### src/rtl/pwm_pkg.sv
// pwm_pkg: shared types and helpers for the PWM ramp controller.
//   state_t      controller states (IDLE, RAMP)
//   DW_DEF       default duty/step width
//   PERIOD_W_DEF default period counter width (period = 2**PERIOD_W clk)
//   clamp_step   maps a requested step of 0 to 1
package pwm_pkg;

  localparam int DW_DEF       = 8;
  localparam int PERIOD_W_DEF = 8;

  typedef enum logic {
    IDLE = 1'b0,
    RAMP = 1'b1
  } state_t;

  function automatic int unsigned clamp_step(input int unsigned step);
    return (step == 0) ? 32'd1 : step;
  endfunction

endpackage

### src/rtl/pwm_period_timer.sv
// pwm_period_timer: free-running PWM period timebase.
// Ports:
//   clk          system clock
//   rst_n        asynchronous active-low reset
//   wrap         combinational; high while the counter sits at its maximum,
//                so the next posedge is the wrap edge
//   period_tick  registered; high in the first cycle of each period
//                (never in the first period after reset)
module pwm_period_timer #(
  parameter int PERIOD_W = 8
) (
  input  logic clk,
  input  logic rst_n,
  output logic wrap,
  output logic period_tick
);

  logic [PERIOD_W-1:0] count;

  assign wrap = (count == {PERIOD_W{1'b1}});

  always_ff @(posedge clk or negedge rst_n) begin
    if (!rst_n) begin
      count       <= '0;
      period_tick <= 1'b0;
    end else begin
      count       <= count + PERIOD_W'(1);
      period_tick <= wrap;
    end
  end

endmodule

### src/rtl/pwm_ramp_ctrl.sv
// pwm_ramp_ctrl: duty-cycle sequencer for the PWM generator. Accepts
// {target, step} commands and ramps duty_out toward the target by one step
// per PWM period, updating only at period boundaries.
// Ports:
//   clk, rst_n    system clock, asynchronous active-low reset
//   cmd_valid     command present
//   cmd_ready     high in IDLE; a transfer is cmd_valid && cmd_ready
//   cmd_duty      target duty
//   cmd_step      per-period increment (0 behaves as 1)
//   duty_out      registered duty to the generator
//   period_tick   first cycle of each period
//   busy          high while ramping
//   done          one-cycle pulse when the target is reached
//   abort         only when PWM_RAMP_ABORT_EN is defined; stops a ramp
//                 in place and returns to IDLE without done
//
// state | meaning
// IDLE  | waiting for a command, cmd_ready high
// RAMP  | stepping duty_out at each wrap edge until it equals the target
module pwm_ramp_ctrl
  import pwm_pkg::*;
#(
  parameter int          DW         = DW_DEF,
  parameter int          PERIOD_W   = PERIOD_W_DEF,
  parameter int unsigned RESET_DUTY = 0
) (
  input  logic          clk,
  input  logic          rst_n,
  input  logic          cmd_valid,
  output logic          cmd_ready,
  input  logic [DW-1:0] cmd_duty,
  input  logic [DW-1:0] cmd_step,
  output logic [DW-1:0] duty_out,
  output logic          period_tick,
  output logic          busy,
`ifdef PWM_RAMP_ABORT_EN
  input  logic          abort,
`endif
  output logic          done
);

  state_t        state, state_next;
  logic [DW-1:0] duty_next, target, step, step_eff, step_val, stepped;
  logic [DW:0]   diff;
  logic          done_next, wrap, accept, up, abort_req;

`ifdef PWM_RAMP_ABORT_EN
  assign abort_req = abort;
`else
  assign abort_req = 1'b0;
`endif

  pwm_period_timer #(.PERIOD_W(PERIOD_W)) u_timer (
    .clk         (clk),
    .rst_n       (rst_n),
    .wrap        (wrap),
    .period_tick (period_tick)
  );

  assign cmd_ready = (state == IDLE);
  assign busy      = (state == RAMP);
  assign accept    = cmd_valid && cmd_ready;
  assign step_eff  = DW'(clamp_step(32'(cmd_step)));

  // The distance is taken one bit wider so it can never wrap. The stepped
  // value is only used when the distance exceeds the step, so it stays
  // strictly between duty_out and target and fits in DW bits.
  always_comb begin
    up       = (duty_out < target);
    diff     = up ? ({1'b0, target} - {1'b0, duty_out})
                  : ({1'b0, duty_out} - {1'b0, target});
    stepped  = up ? (duty_out + step) : (duty_out - step);
    step_val = (diff <= {1'b0, step}) ? target : stepped;
  end

  always_comb begin
    state_next = state;
    duty_next  = duty_out;
    done_next  = 1'b0;
    case (state)
      IDLE: begin
        if (accept) begin
          if (cmd_duty == duty_out) done_next  = 1'b1;
          else                      state_next = RAMP;
        end
      end
      RAMP: begin
        if (abort_req) begin
          state_next = IDLE;
        end else if (wrap) begin
          duty_next = step_val;
          if (step_val == target) begin
            state_next = IDLE;
            done_next  = 1'b1;
          end
        end
      end
      default: state_next = IDLE;
    endcase
  end

  always_ff @(posedge clk or negedge rst_n) begin
    if (!rst_n) begin
      state    <= IDLE;
      duty_out <= DW'(RESET_DUTY);
      done     <= 1'b0;
    end else begin
      state    <= state_next;
      duty_out <= duty_next;
      done     <= done_next;
    end
  end

  always_ff @(posedge clk or negedge rst_n) begin
    if (!rst_n) begin
      target <= DW'(RESET_DUTY);
      step   <= DW'(1);
    end else if (accept) begin
      target <= cmd_duty;
      step   <= step_eff;
    end
  end

endmodule

### config.mk
export PLATFORM = sky130hd
export DESIGN_NAME = pwm_ramp_ctrl
export DESIGN_NICKNAME = d
export VERILOG_FILES = /design/src/rtl/pwm_pkg.sv /design/src/rtl/pwm_period_timer.sv /design/src/rtl/pwm_ramp_ctrl.sv
export SDC_FILE = /design/constraint.sdc
export NUM_CORES = 1
export LEC_CHECK = 0
export ABC_AREA = 1
export ABC_CLOCK_PERIOD_IN_PS = 4700
export BUFFER_PORTS_ARGS = -buffer_cell sky130_fd_sc_hd__buf_2
export CORE_ASPECT_RATIO = 1.25
export CORE_MARGIN = 10
export CORE_UTILIZATION = 51
export DETAILED_ROUTE_END_ITERATION = 7
export PLACE_DENSITY = 0.81
export SLEW_MARGIN = 20
export SYNTH_ARGS = -nofsm -noshare
export SYNTH_HDL_FRONTEND = slang
export SYNTH_SLANG_ARGS = --single-unit
### constraint.sdc
create_clock -name clk -period 4.7 [get_ports clk]
set_clock_uncertainty 0.2 [all_clocks]
set_input_delay 0.705 -clock clk [delete_from_list [all_inputs] [get_ports clk]]
set_output_delay 0.705 -clock clk [all_outputs]
set_load 0.05 [all_outputs]
==> flow_summary.ini, run 1 <==
[sta]
period_minus_slack_ns = 4.288
max_clock_freq_mhz = 233.2
slew_viol_final = 0
fin_setup_tns_ns = 0
slew_headroom = 0.3696
setup_violations = 0
rsz0062_at_grt = no
period_share = 0.9124
worst_slew_pin_slew_ns = 0.9433
hold_viol = 0

[cells_and_area]
fillers = 553
n_antenna_cell = 0
drive_gt1_frac = 0.1051
synthToLayoutAreaGrowth_pct = 9.338
post-route-util = 0.5754
nNetsFinal = 501
regArea_sq_um = 877.1
multiInputGateArea_sq_um = 1831

[power]
cellPowerDensity_nw_per_um2 = 295.7
p_leak_nw = 1.859
finalPower_mw = 0.9834
vdd_drop_max_uv = 189.2

[die]
die_area_sq_um = 9473
fp.coreArea_sq_um = 5779
start_util = 0.5263
io_pins = 31
num_rows = 31
die_h_um = 106.3
die-width_um = 89.08

[detailed_routing]
routed-via-count = 2772
first_pass_iters = 4
drt_iter0_drc = 135
drc = 0
antenna_left = 0
vias_per_cell = 5.404
wirelength_mm = 7.435
wire_per_inst_um = 14.49

[synthesis]
synth_top_area_share = 0.2797
ys_seq_area_frac = 0.2884
synth_nets = 472
syn_area_sq_um = 3042
ys_top_cells_by_area = dfrtp_1 28%, ha_1 14%, nand2_1 11%, inv_1 9.5%, xor2_1 5.5%
synthTopCellsByCount = 90 x nand2_1, 77 x inv_1, 34 x dfrtp_1
synthMostInstantiatedCell = nand2_1
syn_area_per_cell_sq_um = 7.294
synth_cell_types = 34
yosysTopAreaCell = dfrtp_1
synth_async_sr_flop_share = 1.000
synthCells = 417
ys_warn_count = 0
synth_flop_cell = dfrtp_1
synth-edff-count = 0
yosys_register_bits = 35

[run_status]
status = finished, final reports clean

[clocking]
postCtsSetupBuffers = 0
cts_tree = yes
cts_htree_levels = 2
cts.path.max_buffers = 2
clkTransAtPathRegs_ns = 0.08
numCtsBuffers = 5
clkSinkCount = 35
clock_latency_ns = 0.30
root_buffer = clkbuf_8

[placed_design]
gp_congestion = 0.9186
dp_hpwl_mm = 6.033
portBuffers = 30

[global_routing]
grt_pass1_wl_mm = 12.30
grt_overflow_total = 0
grt_usage = 0.1620
antenna_found_initial = 0
grt_pass1_vias = 2676
grt_max_degree = 36

[worst_setup_path]
crit_required_ns = 4.69
worstReg2RegStart = duty_out[6]$_DFFE_PN0P_
endpoint_kind = flip-flop
worstReg2RegEnd = busy$_DFF_PN0_
worst-path-max-fanout = 30
r2r_slack_ns = 0.41
arrival_ns = 4.28
cp-start-kind = flip-flop
reg2regPathDepth = 27
worstSetupPathType = flip-flop to flip-flop

[worst_hold_path]
hold_class = input port to asynchronous set/reset pin

[job]
drv_cap = 0
-- registers in the layout (all words and copies together) (netlist names) --
| signal | count |
|---|---|
| duty_out | 8 |
| target | 8 |
| u_timer.period_tick | 1 |
| u_timer.count | 8 |
| step | 8 |
| busy | 1 |
| done | 1 |
-- cell families (layout without fill, tap and decap cells) --
logic type	Yosys count	in the layout	synth area share
flops	35	35	0.2884
simple gates	166	166	0.2468
fa+ha+maj	36	36	0.1555
buf+inv	86	116	0.1115
compound gates	70	70	0.1283
mux	1	1	0.003291
xor+xnor	23	23	0.06623
-- layer usage --
layer,wire length [um],GRT usage,up-vias
li1,-,-,1408
met1,3110,0.1875,1288
met2,3841,0.2771,58
met3,245,0.02597,18
met4,238,0.08314,0
met5,0,0,-
-- worst max path at each step --
stage                       startpoint        endpoint  slack (ns)  cells after the start
2_1_floorplan  duty_out[6]$_DFFE_PN0P_  busy$_DFF_PN0_        0.63                     29
3_3_place_gp   duty_out[6]$_DFFE_PN0P_  busy$_DFF_PN0_        0.48                     26
3_5_place_dp   duty_out[6]$_DFFE_PN0P_  done$_DFF_PN0_        0.29                     26
4_1_cts        duty_out[6]$_DFFE_PN0P_  done$_DFF_PN0_        0.28                     26
5_1_grt        duty_out[6]$_DFFE_PN0P_  busy$_DFF_PN0_       0.004                     29
6_report       duty_out[6]$_DFFE_PN0P_  busy$_DFF_PN0_        0.41                     27
-- through the flow --
| stage | setup WS [ns] | cell area [sq um] | instances | hold WS, ns |
|---|---|---|---|---|
| finish | 0.4116 | 3326 | 513 | 0.2787 |
| global route | 0.003995 | 3326 | 513 | 0.3183 |
| CTS | 0.2794 | 3321 | 513 | 0.2834 |
| detailed placement | 0.2942 | 3232 | 505 | 0.2730 |
| global placement | 0.4799 | 3232 | 505 | 0.2583 |
| floorplan | 0.6330 | 3042 | 417 | 0.2094 |
-- where the power goes --
group | internal [mW] | switching [mW]
Combinational | 0.150 | 0.276
Clock | 0.103 | 0.117
Sequential | 0.318 | 0.0199
-- cell type report --
cell class              count  share of cell area
clock buffers               5             0.02069
clock inverters             3            0.006020
inverters                  77             0.08691
multi-input cells         296              0.5504
flip-flops and latches     35              0.2637
well taps                  66             0.02483
repair buffers             31             0.04740
-- critical path, cell delays in order (launching register included) --
cell	delay, ns
dfrtp_1	0.42
inv_1	0.10
ha_1	0.39
a21o_1	0.20
a21oi_1	0.26
nand3_2	0.32
o21ai_0	0.31
xor2_1	0.20
inv_1	0.07
ha_1	0.30
nand2_1	0.09
nor2_1	0.05
nand2_1	0.05
nand3_1	0.07
nand2_1	0.06
nand2_1	0.04
nand2_1	0.05
nand2_1	0.05
nand2_1	0.09
nand2_4	0.18
nand3_1	0.17
nand2_1	0.06
nor2_1	0.10
nand2_1	0.05
nor2_1	0.08
nand3_1	0.09
nand2_1	0.07
inv_1	0.03
-- layout by cell type, fill, tap and decap left out, drive strengths merged --
master and instances:
nand2 92, inv 77, dfrtp 34, ha 33, buf 31, o21ai 31
nand3 31, a21oi 23, xor2 19, nor2 19, nand4 10, o211ai 7
nand3b 5, nor3 5, clkbuf 5, xnor2 4, a21o 3, fa 3
nor4 3, a31oi 2, clkinvlp 2, or2 1, o221ai 1, mux2i 1
a31o 1, o21bai 1, o31ai 1, clkinv 1, dfstp 1
-- timing repair --
action / in CTS / in global routing
gates resized for setup: 0 / 2
hold buffers: 0 / 0
setup endpoints to repair: 0 / 3
Note: power is estimated with default switching activity, not from simulation.
==> inputs of run 2 (changes only) <==
--- a/config.mk
+++ b/config.mk
@@ -10,9 +10,9 @@
 export BUFFER_PORTS_ARGS = -buffer_cell sky130_fd_sc_hd__buf_2
 export CORE_ASPECT_RATIO = 1.25
 export CORE_MARGIN = 10
-export CORE_UTILIZATION = 51
+export CORE_UTILIZATION = 40
 export DETAILED_ROUTE_END_ITERATION = 7
-export PLACE_DENSITY = 0.81
+export PLACE_DENSITY = 0.68
 export SLEW_MARGIN = 20
 export SYNTH_ARGS = -nofsm -noshare
 export SYNTH_HDL_FRONTEND = slang
==> flow_summary.ini, run 2 (synthesis gave the netlist of run 1 again) <==
[die]
fp.coreArea_sq_um = 7401
die-width_um = 98.00
die_area_sq_um = 11510
start_util = 0.4110
num_rows = 35
io_pins = 31
die_h_um = 117.5

[clocking]
numCtsBuffers = 5
cts_htree_levels = 2
cts_tree = yes
cts_hold_buf = 0
postCtsSetupBuffers = 0
root_buffer = clkbuf_8
clkTransAtPathRegs_ns = 0.07
clock_latency_ns = 0.29
cts_resized = 0
clkSinkCount = 35
cts.path.max_buffers = 2

[worst_setup_path]
worst-path-max-fanout = 30
cp_top_family = simple AND/OR/NAND/NOR gates
endpoint_kind = flip-flop
crit_end = busy$_DFF_PN0_
worstReg2RegStart = duty_out[6]$_DFFE_PN0P_
worstReg2RegEnd = busy$_DFF_PN0_
crit_required_ns = 4.68
crit_top_cell = nand2_1
path_buf_inv = 4
startpoint = duty_out[6]$_DFFE_PN0P_
arrival_ns = 4.24
critPathMaxStageDelay_ns = 0.41
cp-start-kind = flip-flop
critPathSlowestCell = dfrtp_1
r2r_slack_ns = 0.44
reg2regPathDepth = 26
worstSetupPathType = flip-flop to flip-flop
cp.depth = 26

[placed_design]
dpl-instance-area_sq_um = 3264
portBuffers = 30
gp_congestion = 0.9146
dp_cells = 531
dp_hpwl_mm = 6.199

[cells_and_area]
synthToLayoutAreaGrowth_pct = 11.02
nNetsFinal = 501
fillers = 765
finalInstanceArea_sq_um = 3377
layout_commonest_cell = nand2_1
stdcell_count = 539
n_antenna_cell = 0
drive_gt1_frac = 0.1029
final_cell_mix = 90 x nand2_1, 77 x inv_1, 34 x dfrtp_1
post-route-util = 0.4563

[sta]
hold_viol = 0
slew_headroom = 0.3489
period_minus_slack_ns = 4.257
period_share = 0.9058
worst_slew_pin_slew_ns = 0.9743
max_clock_freq_mhz = 234.9
slew_viol_final = 0
setup_violations = 0

[power]
cellPowerDensity_nw_per_um2 = 299.9
p_leak_nw = 1.872
finalPower_mw = 1.013
vdd_drop_max_uv = 154.5

[job]
drv_cap = 0

[detailed_routing]
antenna_left = 0
drt_iter0_drc = 124
routed-via-count = 2771
wire_per_inst_um = 14.36
wirelength_mm = 7.739
vias_per_cell = 5.141
drc = 0
first_pass_iters = 4

[global_routing]
grt_max_degree = 36
grt_usage = 0.1320
antenna_found_initial = 0
grt_overflow_total = 0
grt_pass1_vias = 2745
grt_pass1_wl_mm = 12.96

[run_status]
status = finished, final reports clean

[worst_hold_path]
hold_class = flip-flop to flip-flop
==> run 2: changes by cell type in the layout (fill, tap and decap cells not counted), sizes merged <==
| cell | delta |
|---|---|
| clkbuf | +3 |
| clkinv | -1 |
| clkinvlp | -2 |
==> run 2: through the flow <==
| step | setup slack (ns) | hold WS [ns] | setup TNS (ns) |
|---|---|---|---|
| floorplan | 0.6330 | 0.2094 | 0 |
| finish | 0.4425 | 0.2775 | 0 |
| global route | -0.01866 | 0.3263 | -0.01866 |
| CTS | 0.1869 | 0.2806 | 0 |
| global placement | 0.4322 | 0.2645 | 0 |
| detailed placement | 0.1975 | 0.2672 | 0 |
==> run 2: report_power, final <==
part           switching [mW]  internal, mW  total (mW)
Combinational           0.277         0.149       0.426
Sequential             0.0204         0.318       0.339
Clock                   0.114         0.134       0.248
==> run 2: how the worst min path moves through the flow <==
stage,from,endpoint,cells past startpoint
floorplan,rst_n,busy$_DFF_PN0_,0
global placement,u_timer.count[0]$_DFF_PN0_,u_timer.count[0]$_DFF_PN0_,1
detailed placement,u_timer.count[0]$_DFF_PN0_,u_timer.count[0]$_DFF_PN0_,1
CTS,u_timer.count[0]$_DFF_PN0_,u_timer.count[0]$_DFF_PN0_,1
global route,u_timer.count[5]$_DFF_PN0_,u_timer.count[5]$_DFF_PN0_,1
finish,u_timer.count[0]$_DFF_PN0_,u_timer.count[0]$_DFF_PN0_,1
==> run 2: metal layers <==
| metal | global-route usage | vias to the layer above | wire length, um |
|---|---|---|---|
| met5 | 0 | - | 0 |
| met4 | 0.05282 | 0 | 247 |
| met3 | 0.02525 | 14 | 288 |
| met2 | 0.2356 | 59 | 4052 |
| met1 | 0.1479 | 1287 | 3150 |
| li1 | - | 1411 | - |
==> run 2: cell type report <==
class / instances / area (sq um) / area share
timing repair buffer: 31 / 157.7 / 0.04668
sequential: 35 / 877.1 / 0.2597
multi-input combinational: 296 / 1838 / 0.5443
clock buffer: 8 / 100.1 / 0.02964
inverter: 77 / 289.0 / 0.08559
tap: 92 / 115.1 / 0.03409
==> inputs of run 3 (changes only) <==
--- a/config.mk
+++ b/config.mk
@@ -6,13 +6,13 @@
 export NUM_CORES = 1
 export LEC_CHECK = 0
 export ABC_AREA = 1
-export ABC_CLOCK_PERIOD_IN_PS = 4700
 export BUFFER_PORTS_ARGS = -buffer_cell sky130_fd_sc_hd__buf_2
 export CORE_ASPECT_RATIO = 1.25
 export CORE_MARGIN = 10
 export CORE_UTILIZATION = 40
 export DETAILED_ROUTE_END_ITERATION = 7
 export PLACE_DENSITY = 0.68
+export REMOVE_ABC_BUFFERS = 1
 export SLEW_MARGIN = 20
 export SYNTH_ARGS = -nofsm -noshare
 export SYNTH_HDL_FRONTEND = slang
==> flow_summary.ini, run 3 (synthesis gave the netlist of run 1 again) <==
[sta]
period_share = 0.8808
worst_slew_pin_slew_ns = 0.9607
max_clock_freq_mhz = 241.6
slew_headroom = 0.3580
hold_ws_ns = 0.2790
setup_violations = 0
slew_viol_final = 0
hold_viol = 0
period_minus_slack_ns = 4.140

[power]
cellPowerDensity_nw_per_um2 = 309.1
p_leak_nw = 1.879
vdd_drop_max_uv = 174.3
finalPower_mw = 1.049

[job]
drv_cap = 0

[clocking]
cts_resized = 0
cts_htree_levels = 2
numCtsBuffers = 5
clkSinkCount = 35
cts.path.max_buffers = 2
clock_latency_ns = 0.29
cts_hold_buf = 0
clkTransAtPathRegs_ns = 0.08
cts_tree = yes
root_buffer = clkbuf_8
postCtsSetupBuffers = 0

[cells_and_area]
fillers = 744
layout_commonest_cell = nand2_1
regArea_sq_um = 877.1
final_cell_mix = 90 x nand2_1, 77 x inv_1, 34 x dfrtp_1
drive_gt1_frac = 0.1074
n_antenna_cell = 0
nNetsFinal = 501
multiInputGateArea_sq_um = 1842
synthToLayoutAreaGrowth_pct = 11.56

[placed_design]
dp_hpwl_mm = 6.104
gp_congestion = 0.9610
portBuffers = 30

[die]
die_area_sq_um = 11510
fp.coreArea_sq_um = 7401
die_h_um = 117.5
die-width_um = 98.00
num_rows = 35
start_util = 0.4110
io_pins = 31

[global_routing]
grt_max_degree = 36
grt_usage = 0.1331
grt_pass1_vias = 2769
grt_overflow_total = 0
grt_pass1_wl_mm = 13.02
antenna_found_initial = 0

[worst_setup_path]
critPathSlowestCell = dfrtp_1
arrival_ns = 4.13
worstReg2RegStart = duty_out[6]$_DFFE_PN0P_
crit_top_cell = nand2_1
cp.depth = 28
crit_required_ns = 4.69
critPathMaxStageDelay_ns = 0.42
r2r_slack_ns = 0.56
worstSetupPathType = flip-flop to flip-flop
cp_top_family = simple AND/OR/NAND/NOR gates
path_buf_inv = 5
worst-path-max-fanout = 30
cp-start-kind = flip-flop
reg2regPathDepth = 28
startpoint = duty_out[6]$_DFFE_PN0P_
endpoint_kind = flip-flop

[worst_hold_path]
hold_depth = 1
hold_class = flip-flop to flip-flop
hold_start = u_timer.count[0]$_DFF_PN0_

[detailed_routing]
drc = 0
antenna_left = 0
wirelength_mm = 7.677
routed-via-count = 2770
first_pass_iters = 4
drt_iter0_drc = 172
wire_per_inst_um = 14.24
vias_per_cell = 5.139

[run_status]
status = finished, final reports clean
[run 3: worst paths after layout]
| path | end |
|---|---|
| max in group asynchronous | done$_DFF_PN0_ |
| min in group asynchronous | step[4]$_DFFE_PN0P_ |
| worst min register to register | u_timer.count[0]$_DFF_PN0_ |
| worst min-delay path | u_timer.count[0]$_DFF_PN0_ |
| worst max register to register | busy$_DFF_PN0_ |
| worst max-delay path | busy$_DFF_PN0_ |
[run 3: layout make-up]
| cell class | count | share of cell area |
|---|---|---|
| flip-flops and latches | 35 | 0.2585 |
| inverters | 77 | 0.08518 |
| multi-input cells | 296 | 0.5428 |
| clock inverters | 3 | 0.01291 |
| clock buffers | 5 | 0.02028 |
| well taps | 92 | 0.03392 |
| repair buffers | 31 | 0.04646 |
[run 3: per-stage QoR]
stage	std cells	setup slack, ns	area, sq um	util	TNS, ns
after floorplan	408	0.4705	2992	-	0
after global placement	531	0.3599	3264	0.4411	0
after detailed placement	531	0.2204	3264	0.4411	0
after CTS	539	0.1979	3377	0.4563	0
after global routing	539	-0.008943	3393	0.4585	-0.008943
final	539	0.5604	3393	0.4585	0
[run 3: per-layer routing]
metal  vias to the layer above  track usage  wire [um]
li1                       1406            -          -
met1                      1297       0.1452       3173
met2                        57       0.2368       3946
met3                        10      0.03347        410
met4                         0      0.05282        146
met5                         -            0          0
[run 3: report_power, final]
group,leakage [nW],switching [mW],internal [mW]
Sequential,0.440,0.0199,0.318
Clock,0.0581,0.122,0.158
Combinational,1.38,0.280,0.151
